<file path="config.mk">
export PLATFORM = sky130hd
export DESIGN_NAME = music_player_ctrl
export DESIGN_NICKNAME = d
export VERILOG_FILES = /design/src/rtl/music_pkg.sv /design/src/rtl/music_tone_gen.sv /design/src/rtl/music_player_ctrl.sv
export SDC_FILE = /design/constraint.sdc
export NUM_CORES = 1
export LEC_CHECK = 0
export CORE_MARGIN = 1.5
export CORE_UTILIZATION = 45
export DETAILED_ROUTE_END_ITERATION = 10
export GPL_ROUTABILITY_DRIVEN = 0
export PLACE_DENSITY = 0.62
export SLEW_MARGIN = 20
export SYNTH_ARGS = -nofsm -noshare
export SYNTH_HDL_FRONTEND = slang
export SYNTH_SLANG_ARGS = --single-unit
</file>
<file path="constraint.sdc">
create_clock -name clk -period 6.55 [get_ports clk]
set_input_delay 1.31 -clock clk [delete_from_list [all_inputs] [get_ports clk]]
set_output_delay 1.31 -clock clk [all_outputs]
set_load 0.05 [all_outputs]
</file>
<file path="src/rtl/music_pkg.sv">
// music_pkg -- shared definitions for the music player controller.
//   NOTE_W / ADDR_W : widths of the note code and of the ROM address
//   state_t         : controller FSM states
//   HALF_PERIOD     : half-period table (in clocks) for the 12 MHz default clock
//   calc_half_period: the same table for any clock, used for elaboration-time
//                     constants only
// Note codes: 0 = rest, 1-7 low do..ti, 8-14 middle, 15-21 high. Pitches are
// equal temperament from low do = 262 Hz, rounded to the nearest Hz.
package music_pkg;

  localparam int NOTE_W         = 5;
  localparam int ADDR_W         = 8;
  localparam int NUM_NOTES      = 22;
  localparam int DEFAULT_CLK_HZ = 12_000_000;

  typedef enum logic [1:0] {
    IDLE = 2'd0,
    LOAD = 2'd1,
    PLAY = 2'd2,
    GAP  = 2'd3
  } state_t;

  // DEFAULT_CLK_HZ / (2 * f_n); entry 0 (rest) is unused.
  localparam logic [15:0] HALF_PERIOD [NUM_NOTES] = '{
    16'd0,
    16'd22900, 16'd20408, 16'd18181, 16'd17142, 16'd15267, 16'd13605, 16'd12121,
    16'd11450, 16'd10204, 16'd9090,  16'd8583,  16'd7643,  16'd6810,  16'd6066,
    16'd5725,  16'd5102,  16'd4545,  16'd4288,  16'd3821,  16'd3403,  16'd3033
  };

  function automatic int unsigned note_freq_hz(input int unsigned code);
    case (code)
      1:  return 262;  2:  return 294;  3:  return 330;  4:  return 350;
      5:  return 393;  6:  return 441;  7:  return 495;
      8:  return 524;  9:  return 588;  10: return 660;  11: return 699;
      12: return 785;  13: return 881;  14: return 989;
      15: return 1048; 16: return 1176; 17: return 1320; 18: return 1399;
      19: return 1570; 20: return 1763; 21: return 1978;
      default: return 0;
    endcase
  endfunction

  // Rest/illegal codes and very slow clocks are clamped to 1 so the tone
  // counter compare value (half_period - 1) never underflows.
  function automatic logic [15:0] calc_half_period(input int unsigned clk_hz,
                                                   input int unsigned code);
    int unsigned f;
    int unsigned hp;
    f = note_freq_hz(code);
    if (f == 0) return 16'd1;
    hp = clk_hz / (2 * f);
    if (hp == 0) hp = 1;
    if (hp > 65535) hp = 65535;
    return 16'(hp);
  endfunction

endpackage

</file>
<file path="src/rtl/music_tone_gen.sv">
// music_tone_gen -- square-wave generator for one note.
//   clk, rst    : clock, synchronous active-high reset
//   en          : advance the half-period counter this cycle
//   clr         : clear counter and tone (takes effect over en)
//   half_period : clocks per half wave of the current note
//   tone        : raw square wave, toggles when the counter hits half_period-1
module music_tone_gen (
  input  logic        clk,
  input  logic        rst,
  input  logic        en,
  input  logic        clr,
  input  logic [15:0] half_period,
  output logic        tone
);

  logic [15:0] cnt;

  always_ff @(posedge clk) begin
    if (rst || clr) begin
      cnt  <= '0;
      tone <= 1'b0;
    end else if (en) begin
      if (cnt >= half_period - 16'd1) begin
        cnt  <= '0;
        tone <= ~tone;
      end else begin
        cnt <= cnt + 16'd1;
      end
    end
  end

endmodule

</file>
<file path="src/rtl/music_player_ctrl.sv">
// music_player_ctrl -- plays SONG_LEN note codes from an external
// combinational ROM on a square-wave buzzer.
//   clk, rst  : clock, synchronous active-high reset
//   start     : level, starts a song from IDLE (ignored elsewhere)
//   stop      : aborts playback to IDLE; wins over start and pause
//   pause     : level, freezes FSM, address and counters; mutes beep
//   rom_addr  : address of the current ROM entry
//   rom_data  : note code at rom_addr
//   beep      : buzzer drive
//   playing   : high in LOAD, PLAY and GAP
//   done      : one-cycle pulse after the last entry finishes
//   fsm_state : current FSM state, for debug/observation
// Each entry is 1 LOAD cycle, NOTE_CYCLES-GAP_CYCLES PLAY cycles and
// GAP_CYCLES silent GAP cycles. Define MUSIC_PLAYER_LOOP_EN to restart the
// song at entry 0 after the last entry instead of returning to IDLE.
module music_player_ctrl
  import music_pkg::*;
#(
  parameter int CLK_HZ      = 12_000_000,
  parameter int NOTE_CYCLES = 3_000_000,
  parameter int GAP_CYCLES  = 300_000,
  parameter int SONG_LEN    = 84
) (
  input  logic              clk,
  input  logic              rst,
  input  logic              start,
  input  logic              stop,
  input  logic              pause,
  output logic [ADDR_W-1:0] rom_addr,
  input  logic [NOTE_W-1:0] rom_data,
  output logic              beep,
  output logic              playing,
  output logic              done,
  output state_t            fsm_state
);

  localparam int DUR_W      = (NOTE_CYCLES > 1) ? $clog2(NOTE_CYCLES) : 1;
  localparam int PLAY_LAST_I = NOTE_CYCLES - GAP_CYCLES - 1;
  localparam int GAP_LAST_I  = (GAP_CYCLES > 0) ? GAP_CYCLES - 1 : 0;
  localparam logic [DUR_W-1:0]  PLAY_LAST = DUR_W'(PLAY_LAST_I);
  localparam logic [DUR_W-1:0]  GAP_LAST  = DUR_W'(GAP_LAST_I);
  localparam logic [ADDR_W-1:0] LAST_ADDR = ADDR_W'(SONG_LEN - 1);

  state_t             state, state_n;
  logic [ADDR_W-1:0]  addr_n;
  logic [DUR_W-1:0]   dur_cnt, dur_n;
  logic [NOTE_W-1:0]  note_q, note_n;
  logic               done_n;
  logic               entry_end;

  // Constant half-period lookup for this clock; codes 22-31 map to 1.
  logic [15:0] hp_rom [32];
  for (genvar g = 0; g < 32; g++) begin : g_hp
    assign hp_rom[g] = calc_half_period(CLK_HZ, g);
  end

  logic note_ok;
  logic tone;
  logic tone_en;
  logic tone_clr;

  assign note_ok = (note_q != '0) && (note_q <= NOTE_W'(NUM_NOTES - 1));

  always_ff @(posedge clk) begin
    if (rst) begin
      state    <= IDLE;
      rom_addr <= '0;
      dur_cnt  <= '0;
      note_q   <= '0;
      done     <= 1'b0;
    end else begin
      state    <= state_n;
      rom_addr <= addr_n;
      dur_cnt  <= dur_n;
      note_q   <= note_n;
      done     <= done_n;
    end
  end

  always_comb begin
    state_n   = state;
    addr_n    = rom_addr;
    dur_n     = dur_cnt;
    note_n    = note_q;
    done_n    = 1'b0;
    entry_end = 1'b0;
    if (stop) begin
      state_n = IDLE;
      addr_n  = '0;
      dur_n   = '0;
      note_n  = '0;
    end else if (!pause) begin
      case (state)
        IDLE: begin
          if (start) begin
            state_n = LOAD;
            addr_n  = '0;
          end
        end
        LOAD: begin
          note_n  = rom_data;
          dur_n   = '0;
          state_n = PLAY;
        end
        PLAY: begin
          if (dur_cnt == PLAY_LAST) begin
            dur_n = '0;
            if (GAP_CYCLES == 0) entry_end = 1'b1;
            else                 state_n   = GAP;
          end else begin
            dur_n = dur_cnt + 1'b1;
          end
        end
        GAP: begin
          if (dur_cnt == GAP_LAST) begin
            dur_n     = '0;
            entry_end = 1'b1;
          end else begin
            dur_n = dur_cnt + 1'b1;
          end
        end
        default: state_n = IDLE;
      endcase

      if (entry_end) begin
        if (rom_addr == LAST_ADDR) begin
          done_n = 1'b1;
          addr_n = '0;
`ifdef MUSIC_PLAYER_LOOP_EN
          state_n = LOAD;
`else
          state_n = IDLE;
`endif
        end else begin
          addr_n  = rom_addr + 1'b1;
          state_n = LOAD;
        end
      end
    end
  end

  // Counter restarts at every LOAD so each entry begins on a low half-wave.
  assign tone_clr = (state == LOAD) || (state == IDLE);
  assign tone_en  = (state == PLAY) && !pause && !stop;

  music_tone_gen u_tone (
    .clk         (clk),
    .rst         (rst),
    .en          (tone_en),
    .clr         (tone_clr),
    .half_period (hp_rom[note_q]),
    .tone        (tone)
  );

  assign beep      = tone && (state == PLAY) && !pause && note_ok;
  assign playing   = (state != IDLE);
  assign fsm_state = state;

endmodule

</file>
==> qor.csv, run 1 <==
metric,value,unit
Total Routed Length,9020,microns
status,completed,
"Slowest-stage cell, CP",o21ai_1,
Yosys Warn Count,0,
GR Util All Layers,19.5,%
Setup TNS Final,0,ns
Tot Pwr,0.587,mW
CP startpoint kind,flop,
Clock Path Buffers,2,
post-synthesis mux area share,4.40,%
max cap viols,0,
Pleak,1.52,nW
area occupied by multi-input gates,0.00279,sq mm
fraction of the mapped netlist area in adder cells,10.2,%
Mapped Nets,541,
Via Count,3558,
number of global-route vias before repair,3247,
core area,0.00872,sq mm
Worst Setup End Kind,flop,
"Req. time, crit path",6.71,ns
CTS tree,done,
critical path's top delay family,compound AO/OA/AOI/OAI gates,
Routed wire per std cell,14.7,microns
final cycle utilization of the critical path,81.7,%
measured slew at the worst slew-check pin,1.00,ns
"FF+latch count, synth",55,
area of the die,0.00962,sq mm
Post-synth EDFFs,0,
xor-xnor portion of the synthesized cell area,6.46,%
Port Buf Inserts,22,
FP Rows,34,
RSZ-0062 raised after global routing,false,
DRT iter0 DRCs,176,
synthesized area per cell,8.17,sq um
post-synthesis sequential area ratio,27.1,%
Buf/Inv on CP,2,
antenna-violating nets left,0,
power density cells,133,mW/mm^2
grt ovf,0,
chip width,98.1,microns
largest net degree at the start of global routing,36,
crit path cell chain,inv_1 -> ha_1 -> nor2_1 -> a211oi_1 -> o31ai_1 -> inv_1 -> ha_1 -> or4b_1 -> nor4_2 -> and3_1 -> a311oi_1 -> ha_1 -> nand4_1 -> a2111oi_0 -> a211oi_1 -> o21ai_1 -> nor2_1,
root buffer cell,clkbuf_8,
Post-Syn Area,0.00407,sq mm
CTS H-tree depth,2,
starting density of the core,46.6,%
Die H,98.1,microns
VDD IR max,0.0837,mV
"slowest stage delay, CP",0.82,ns
share of layout cells above drive strength 1,7.10,%
"Distinct cells, synth",67,
"Min Clock Period, post-route",5.35,ns
post-synthesis simple-gate area fraction,28.8,%
Post-DP HPWL,6620,microns
ys async rst share,0,%
Post-CTS Hold Buffers,0,
Slew HR,32.6,%
final setup fails,0,
fin nets,549,
critical path class,flop to flop,
drt pass-1 iters,5,
worst hold path class,flop to flop,
n_diodes,0,
Compound-Gate Fraction of Synth Area,18.6,%
total clock sinks,55,
largest family of logic cells by synthesized area,simple AND/OR/NAND/NOR gates,
post-CTS resize count,0,
cts bufs inserted,5,
Final Hold Fails,0,
Reg area,0.00110,sq mm
cells after synthesis,498,
Crit path top cell by count,ha_1,
FILL cells,829,
post-CTS setup buffer count,0,
io pins,23,
worst endpoint data arrival time,5.52,ns
clk_skew,0.0106,ns
Clock Latency Late Sink,0.32,ns
vias per cell,5.79,
final design utilization,50.6,%
first-pass GRT wire length,15800,microns
ys flop type,dfxtp_1,
Max Slew Vio Count,0,
Post-route DRC,0,
Max Freq,0.187,GHz
clock-pin slew on the worst setup and hold paths,0.09,ns
initial antenna violation count,0,
CP max FO,15,
Syn-to-layout area delta,8.52,%
[worst paths after layout]
check,start,to,slack [ns],cells after the start
min,u_tone.tone$_SDFFE_PP0P_,u_tone.tone$_SDFFE_PP0P_,0.51,2
max,note_q[1]$_SDFFE_PP0P_,u_tone.cnt[0]$_SDFFE_PP0P_,1.20,17
min reg2reg,u_tone.tone$_SDFFE_PP0P_,u_tone.tone$_SDFFE_PP0P_,0.51,2
max reg2reg,note_q[1]$_SDFFE_PP0P_,u_tone.cnt[0]$_SDFFE_PP0P_,1.20,17
[logic make-up after synthesis]
| logic type | count (synthesis) |
|---|---|
| DFF | 55 |
| muxes | 17 |
| other | 1 |
| buffers and inverters | 40 |
| xor gates and xnor gates | 30 |
| and+or+nand+nor | 216 |
| adders and majority gates | 33 |
| AOI/OAI and AO/OA | 106 |
[registers in the layout, summed over array words and instances (netlist names)]
register     count
dur_cnt         22
u_tone.cnt      16
rom_addr         8
note_q           5
fsm_state        2
done             1
u_tone.tone      1
[synthesized netlist by cell type, drive strengths merged, types with 3 or more instances]
cell type | count | share of area [%]
nor2 | 58 | 5.6
dfxtp | 55 | 27
nand2 | 42 | 3.9
ha | 33 | 10
a21oi | 29 | 3.8
inv | 18 | 1.7
nand3 | 18 | 2.5
o21ai | 18 | 2.5
xor2 | 18 | 3.9
clkbuf | 13 | 1.7
mux2i | 13 | 3.2
nand4 | 13 | 2.0
and3 | 12 | 1.8
nor3 | 12 | 1.5
xnor2 | 12 | 2.6
a31oi | 10 | 1.5
nand2b | 10 | 1.5
a211oi | 9 | 1.7
buf | 9 | 1.0
nor2b | 9 | 1.4
nor4 | 8 | 1.5
o31ai | 7 | 1.3
and4 | 4 | 0.92
mux2 | 4 | 1.2
nand3b | 4 | 0.74
nor3b | 4 | 0.74
o211ai | 4 | 0.74
or4b | 4 | 1.1
a21o | 3 | 0.55
o221ai | 3 | 0.65
o22ai | 3 | 0.80
or2 | 3 | 0.46
or3 | 3 | 0.46
[stage by stage]
| stage | instances | hold slack, ns | setup slack (ns) | cell area, sq um |
|---|---|---|---|---|
| global placement | 607 | 0.477 | 1.47 | 4320 |
| floorplan | 498 | 0.448 | 1.88 | 4070 |
| global route | 615 | 0.534 | 0.671 | 4410 |
| detailed placement | 607 | 0.491 | 1.17 | 4320 |
| finish | 615 | 0.514 | 1.20 | 4410 |
| CTS | 615 | 0.514 | 1.14 | 4410 |
[tightest hold or removal path, stage by stage, from the launching register on]
cell and delay [ns]:
dfxtp_1 0.34, o211ai_1 0.09, nand2_1 0.05
[cells in the final DEF, fill, tap and decap left out, drive strengths merged, types with 10 or more instances in the layout]
cell type / Yosys / layout
a31oi: 10 / 10
dfxtp: 55 / 55
xnor2: 12 / 12
nand2: 42 / 42
ha: 33 / 33
nand4: 13 / 13
nand3: 18 / 18
xor2: 18 / 18
clkdlybuf4s50: 0 / 22
and3: 12 / 12
inv: 18 / 18
nor3: 12 / 12
nand2b: 10 / 10
a21oi: 29 / 29
mux2i: 13 / 13
o21ai: 18 / 18
nor2: 58 / 58
[cell type report]
cell class,count,area share [%]
multi-input combinational,403,63.1
inverter,18,1.53
timing repair buffer,23,5.16
tap,108,3.06
clock inverter,1,0.198
clock buffer,7,1.96
sequential,55,25.0
[power breakdown]
| part | internal [mW] | total [mW] | leakage, nW | switching, mW |
|---|---|---|---|---|
| Combinational | 0.0200 | 0.0476 | 1.03 | 0.0277 |
| Clock | 0.0871 | 0.203 | 0.0484 | 0.116 |
| Sequential | 0.335 | 0.336 | 0.443 | 0.00145 |
[metal layers]
metal | up-vias | global-route usage [%] | routed length, microns
met3 | 11 | 2.93 | 401
met1 | 1632 | 28.8 | 4650
met2 | 94 | 29.7 | 3870
met4 | 0 | 5.05 | 108
met5 | - | 0 | 0
li1 | 1821 | - | -
Power figures use the tool's default switching activity.
==> run 2, diff against run 1 <==
==> constraint.sdc (replaced) <==
create_clock -name clk -period 5.2 [get_ports clk]
set_input_delay 1.04 -clock clk [delete_from_list [all_inputs] [get_ports clk]]
set_output_delay 1.04 -clock clk [all_outputs]
set_load 0.05 [all_outputs]
==> run 2 against run 1 <==
  * Critical path depth is 1 higher
  * Clock power rose by 29%
  * Sequential power grew 26%
==> qor.csv, run 2 (synthesized netlist as in run 1, its figures left out) <==
metric,value,unit
status,completed,
Post-CTS Hold Buffers,0,
DRT iter0 DRCs,193,
first-pass GRT wire length,16200,microns
Worst Setup End Kind,flop,
root buffer cell,clkbuf_8,
critical path class,flop to flop,
CP startpoint,note_q[0]$_SDFFE_PP0P_,
Post-DP HPWL,6820,microns
Tot Pwr,0.752,mW
Max Freq,0.207,GHz
Hold EP,dur_cnt[10]$_SDFFE_PP0P_,
Clock Latency Late Sink,0.32,ns
Die H,98.1,microns
FILL cells,817,
core area,0.00872,sq mm
Via Count,3602,
Routed wire per std cell,14.9,microns
largest net degree at the start of global routing,31,
Syn-to-layout area delta,10.2,%
final setup fails,0,
measured slew at the worst slew-check pin,0.943,ns
"slowest stage delay, CP",0.65,ns
hold path depth,1,
power density cells,168,mW/mm^2
RSZ-0062 raised after global routing,false,
Crit path top cell by count,ha_1,
"Min Clock Period, post-route",4.84,ns
final worst slack,0.361,ns
worst reg2reg path endpoint,u_tone.tone$_SDFFE_PP0P_,
Top reg by flops,dur_cnt,
starting density of the core,46.6,%
"commonest non-fill, non-tap cell in the layout",dfxtp_1,
n_diodes,0,
Pleak,1.56,nW
CP max FO,10,
Worst R2R Setup Slack,0.36,ns
worst reg2reg startpoint,note_q[0]$_SDFFE_PP0P_,
Max Slew Vio Count,0,
r2r worst-path depth,18,
worst hold path class,flop to flop,
clock-pin slew on the worst setup and hold paths,0.11,ns
hold path start,dur_cnt[10]$_SDFFE_PP0P_,
max cap viols,0,
fin nets,555,
Post-route DRC,0,
FP Rows,34,
Port Buf Inserts,22,
total clock sinks,55,
"commonest non-fill, non-tap cells in the layout","dfxtp_1 (55), nor2_1 (54), nand2_1 (42), ha_1 (33), a21oi_1 (27)",
CP startpoint kind,flop,
chip width,98.1,microns
Slew HR,36.9,%
cts bufs inserted,5,
number of global-route vias before repair,3369,
largest registers,"dur_cnt x22, u_tone.cnt x16, rom_addr x8",
Total Routed Length,9240,microns
Placed Cells,613,
final cycle utilization of the critical path,93.1,%
crit path cell chain,inv_1 -> ha_1 -> nor2_1 -> a211oi_1 -> o31ai_1 -> inv_1 -> ha_1 -> or4b_1 -> nor4_2 -> buf_4 -> nand3b_1 -> xor2_1 -> ha_1 -> nand4_1 -> a2111oi_2 -> a211oi_2 -> or4b_2 -> nand2_1,
CTS H-tree depth,2,
"Slowest-stage cell, CP",or4b_2,
CTS tree,done,
max reg flops,22,
Setup TNS Final,0,ns
number of non-filler instances in the completed layout,621,
"Req. time, crit path",5.47,ns
worst endpoint data arrival time,5.11,ns
share of layout cells above drive strength 1,8.97,%
Final Hold Fails,0,
GR Util All Layers,19.9,%
Clock Path Buffers,2,
initial antenna violation count,0,
grt ovf,0,
pre-CTS setup slack,-0.0700,ns
antenna-violating nets left,0,
clk_skew,0.0182,ns
area of the die,0.00962,sq mm
drt pass-1 iters,5,
io pins,23,
VDD IR max,0.108,mV
vias per cell,5.80,
-- run 2: stage by stage --
stage	util (%)	hold slack [ns]	instance area, sq um
5_1_grt	51.4	0.534	4480
4_1_cts	51.2	0.524	4460
6_report	51.4	0.521	4480
3_5_place_dp	50.0	0.496	4360
3_3_place_gp	50.0	0.478	4360
2_1_floorplan	-	0.448	4070
-- run 2: timing repair --
| action | 4_1_cts | 5_1_grt |
|---|---|---|
| buffers inserted | 0 | 0 |
| resized for setup | 1 | 4 |
| endpoints found under the setup margin | 15 | 16 |
-- run 2: how the worst max path moves through the flow --
| stage | endpoint | slack (ns) | cells past startpoint |
|---|---|---|---|
| floorplan | u_tone.cnt[10]$_SDFFE_PP0P_ | 0.53 | 20 |
| global placement | u_tone.cnt[15]$_SDFFE_PP0P_ | 0.29 | 18 |
| detailed placement | u_tone.cnt[12]$_SDFFE_PP0P_ | -0.07 | 18 |
| CTS | u_tone.cnt[12]$_SDFFE_PP0P_ | 0.24 | 18 |
| global route | u_tone.tone$_SDFFE_PP0P_ | 0.06 | 18 |
| finish | u_tone.tone$_SDFFE_PP0P_ | 0.36 | 18 |
-- run 2: area by class of cell --
type                       instances  area [sq um]  share of cell area, %
multi-input combinational        403          2810                   62.7
sequential                        55          1100                   24.6
timing repair buffer              29           273                   6.08
tap                              108           135                   3.01
clock buffer                       5          68.8                   1.54
inverter                          18          67.6                   1.51
clock inverter                     3          28.8                  0.642
-- run 2: power by group --
group | leakage [nW] | internal, mW | switching, mW | total (mW)
Clock | 0.0502 | 0.100 | 0.162 | 0.262
Combinational | 1.07 | 0.0277 | 0.0384 | 0.0662
Sequential | 0.443 | 0.422 | 0.00149 | 0.423
Total | 1.56 | 0.550 | 0.202 | 0.752
-- run 2: layer usage --
layer	part of all wire [%]	global-route usage [%]	up-vias
met1	52	29.4	1651
met5	0	0	-
met3	4.5	3.01	13
met4	1.4	6.37	0
li1	-	-	1841
met2	42	29.8	97
-- run 2: critical path: cells and delay by family (launching register included) --
family | cells | cell delay (ns)
xor+xnor | 1 | 0.16
simple gates | 7 | 1.77
flops | 1 | 0.49
fa+ha+maj | 3 | 0.96
buf+inv | 3 | 0.45
compound gates | 4 | 0.97
==> edit: new RTL, config.mk and constraints of run 1 <==
`NOTE_CYCLES`: 3_000_000 -> 1_500_000.
--- a/src/rtl/music_player_ctrl.sv
+++ b/src/rtl/music_player_ctrl.sv
@@ -17,7 +17,7 @@
   import music_pkg::*;
 #(
   parameter int CLK_HZ      = 12_000_000,
-  parameter int NOTE_CYCLES = 3_000_000,
+  parameter int NOTE_CYCLES = 1_500_000,
   parameter int GAP_CYCLES  = 300_000,
   parameter int SONG_LEN    = 84
 ) (
Check against the original RTL: no difference found for any inputs over 10 cycles, from zero or initial values; that may be too few to reach the edited logic, so the function may still have changed.
==> edit against run 1 <==
Sequential cell count decreased by 1; synthesized area decreased by 3.5%; setup slack improved by 0.24 ns; non-clock buffer count increased by 2; largest cell class unchanged; routed wire length about the same; final area decreased by 2.6%; clock skew about the same; total power decreased by 2.2%; critical path type unchanged; fmax increased by 4.6%; sequential share of layout area increased by 0.19 points.
==> edit: results (changes against run 1) <==
* Outcome: finished clean
* Worst stage delay on the critical path at 0.87 ns (+0.05 ns)
* Mux cell area share after synthesis at 0.0392 (-0.00479)
* Share of cells above drive strength 1 at 0.0572 (-0.0138)
* Post-Place Cells at 604 (-0.49%)
* Synth top cells by count: nor2_1 (69), dfxtp_1 (54), nand2_1 (45)
* Setup Fix Bufs, Post-CTS at 0 (unchanged)
* Clock Pin Slew Worst Setup and Hold Paths at approximately 0.10 ns
* CTS Hold Bufs at 0 (unchanged)
* Largest registers: dur_cnt (21), u_tone.cnt (16), rom_addr (8)
* XOR/XNOR share of the synthesized area at 0.0870 (+0.0224)
* VDD IR-drop max at 0.0871 mV (+4.1%)
* TritonCTS Buffers at 5 (unchanged)
* Distinct cells, synth at 66 (-1.5%)
* Clock skew at 0.0102 ns (-0.000437 ns)
* Max-slew headroom at 0.276 (-0.0498)
* Syn Nets at 538 (-0.55%)
* Area share of fa/ha/maj cells after synthesis at 0.105 (+0.00366)
* Ys async rst share at 0 (unchanged)
* Dpl hpwl at 6690 µm (+1.0%)
* GRT Overall Usage at 0.205 (+0.00937)
* Largest net degree at the start of global routing at 35 (-2.8%)
* Synth Flop Type: dfxtp_1
* Leakage Power at 0.00150 µW (-1.7%)
* Part of the Yosys area used for sequential elements at 0.275 (+0.00465)
* Via/cell ratio at 5.80 (+0.26%)
* Post-Route WL at 9020 µm (about the same)
* Post-CTS Resized at 0 (unchanged)
* Worst Path Arrival at 5.29 ns (-0.23 ns)
* Vias in the first global route at 3,269 (+0.68%)
* Synth area leaders: dfxtp_1 (28%), ha_1 (11%), nor2_1 (6.6%)
* First-pass GRT wire length at 15,100 µm (-4.2%)
* Mapped Avg Cell Area at 7.93 µm² (-2.9%)
* Crit Path Max Fanout at 15 (unchanged)
* # fillers at 830 (+0.12%)
* Worst path slowest cell: o21ai_1
* Wirelength per Cell at 14.7 µm (+0.46%)
* Worst-Skew Late Latency at 0.32 ns (about the same)
* NetSw at 150 µW (+3.3%)
* Nets at 549 (unchanged)
* 1st-iter DRT viols at 169 (-4.0%)
* Hold depth at 2 (unchanged)
* Drt pass-1 iters at 4 (-1)
* Synth Area in Compound Gates at 0.151 (-0.0344)
* Worst R2R Path Depth at 15 (-2)
* H-tree depth at 2 (unchanged)
* Initial antenna violation count at 0 (unchanged)
-- edit: power by group through the flow --
| stage | sequential [µW] | combinational, µW | clock (µW) |
|---|---|---|---|
| after floorplan | 339 | 32.3 | 0 |
| after global placement | 338 | 48.3 | 0 |
| after detailed placement | 338 | 48.9 | 0 |
| after CTS | 330 | 49.2 | 203 |
| after global routing | 331 | 54.7 | 216 |
| final | 330 | 49.1 | 195 |
-- edit: worst paths after layout --
path | to | slack (ns) | startpoint
worst max-delay path | u_tone.cnt[6] | 1.43 | note_q[1]
worst min-delay path | dur_cnt[1] | 0.50 | dur_cnt[1]
worst max register to register | u_tone.cnt[6] | 1.43 | note_q[1]
worst min register to register | dur_cnt[1] | 0.50 | dur_cnt[1]
-- edit: worst max-delay path: cells and delay by family (launching register included) --
family	cells	cell delay [ns]
adders and majority gates	3	1.09
and+or+nand+nor	4	0.89
muxes	1	0.21
DFF	1	0.59
AOI/OAI and AO/OA	6	1.92
buffers and inverters	1	0.28
-- edit: kinds of logic after synthesis --
group,Yosys count
mux,14
simple gates,230
fa+ha+maj,33
buf+inv,35
xor+xnor,39
compound gates,89
flops,54
other cells,1
-- edit: final cells by class --
| cell class | count | area (µm²) | area share |
|---|---|---|---|
| multi-input combinational | 406 | 2710 | 0.629 |
| sequential | 54 | 1080 | 0.251 |
| timing repair buffer | 25 | 243 | 0.0564 |
| tap | 105 | 131 | 0.0305 |
| clock buffer | 5 | 68.8 | 0.0160 |
| inverter | 14 | 52.6 | 0.0122 |
| clock inverter | 3 | 18.8 | 0.00436 |
-- edit: per-stage QoR --
stage	setup slack [ns]	hold WS (ns)	instance area [µm²]
6_report	1.43	0.500	4300
3_3_place_gp	1.76	0.484	4210
3_5_place_dp	1.50	0.486	4210
2_1_floorplan	2.26	0.460	3930
4_1_cts	1.48	0.502	4300
5_1_grt	0.792	0.540	4300
-- edit: per-layer routing --
metal / vias to the layer above / GRT usage / share of wire
li1: 1796 / - / -
met1: 1677 / 0.277 / 0.48
met2: 67 / 0.340 / 0.47
met3: 10 / 0.0274 / 0.042
met4: 0 / 0.0580 / 0.011
met5: - / 0 / 0
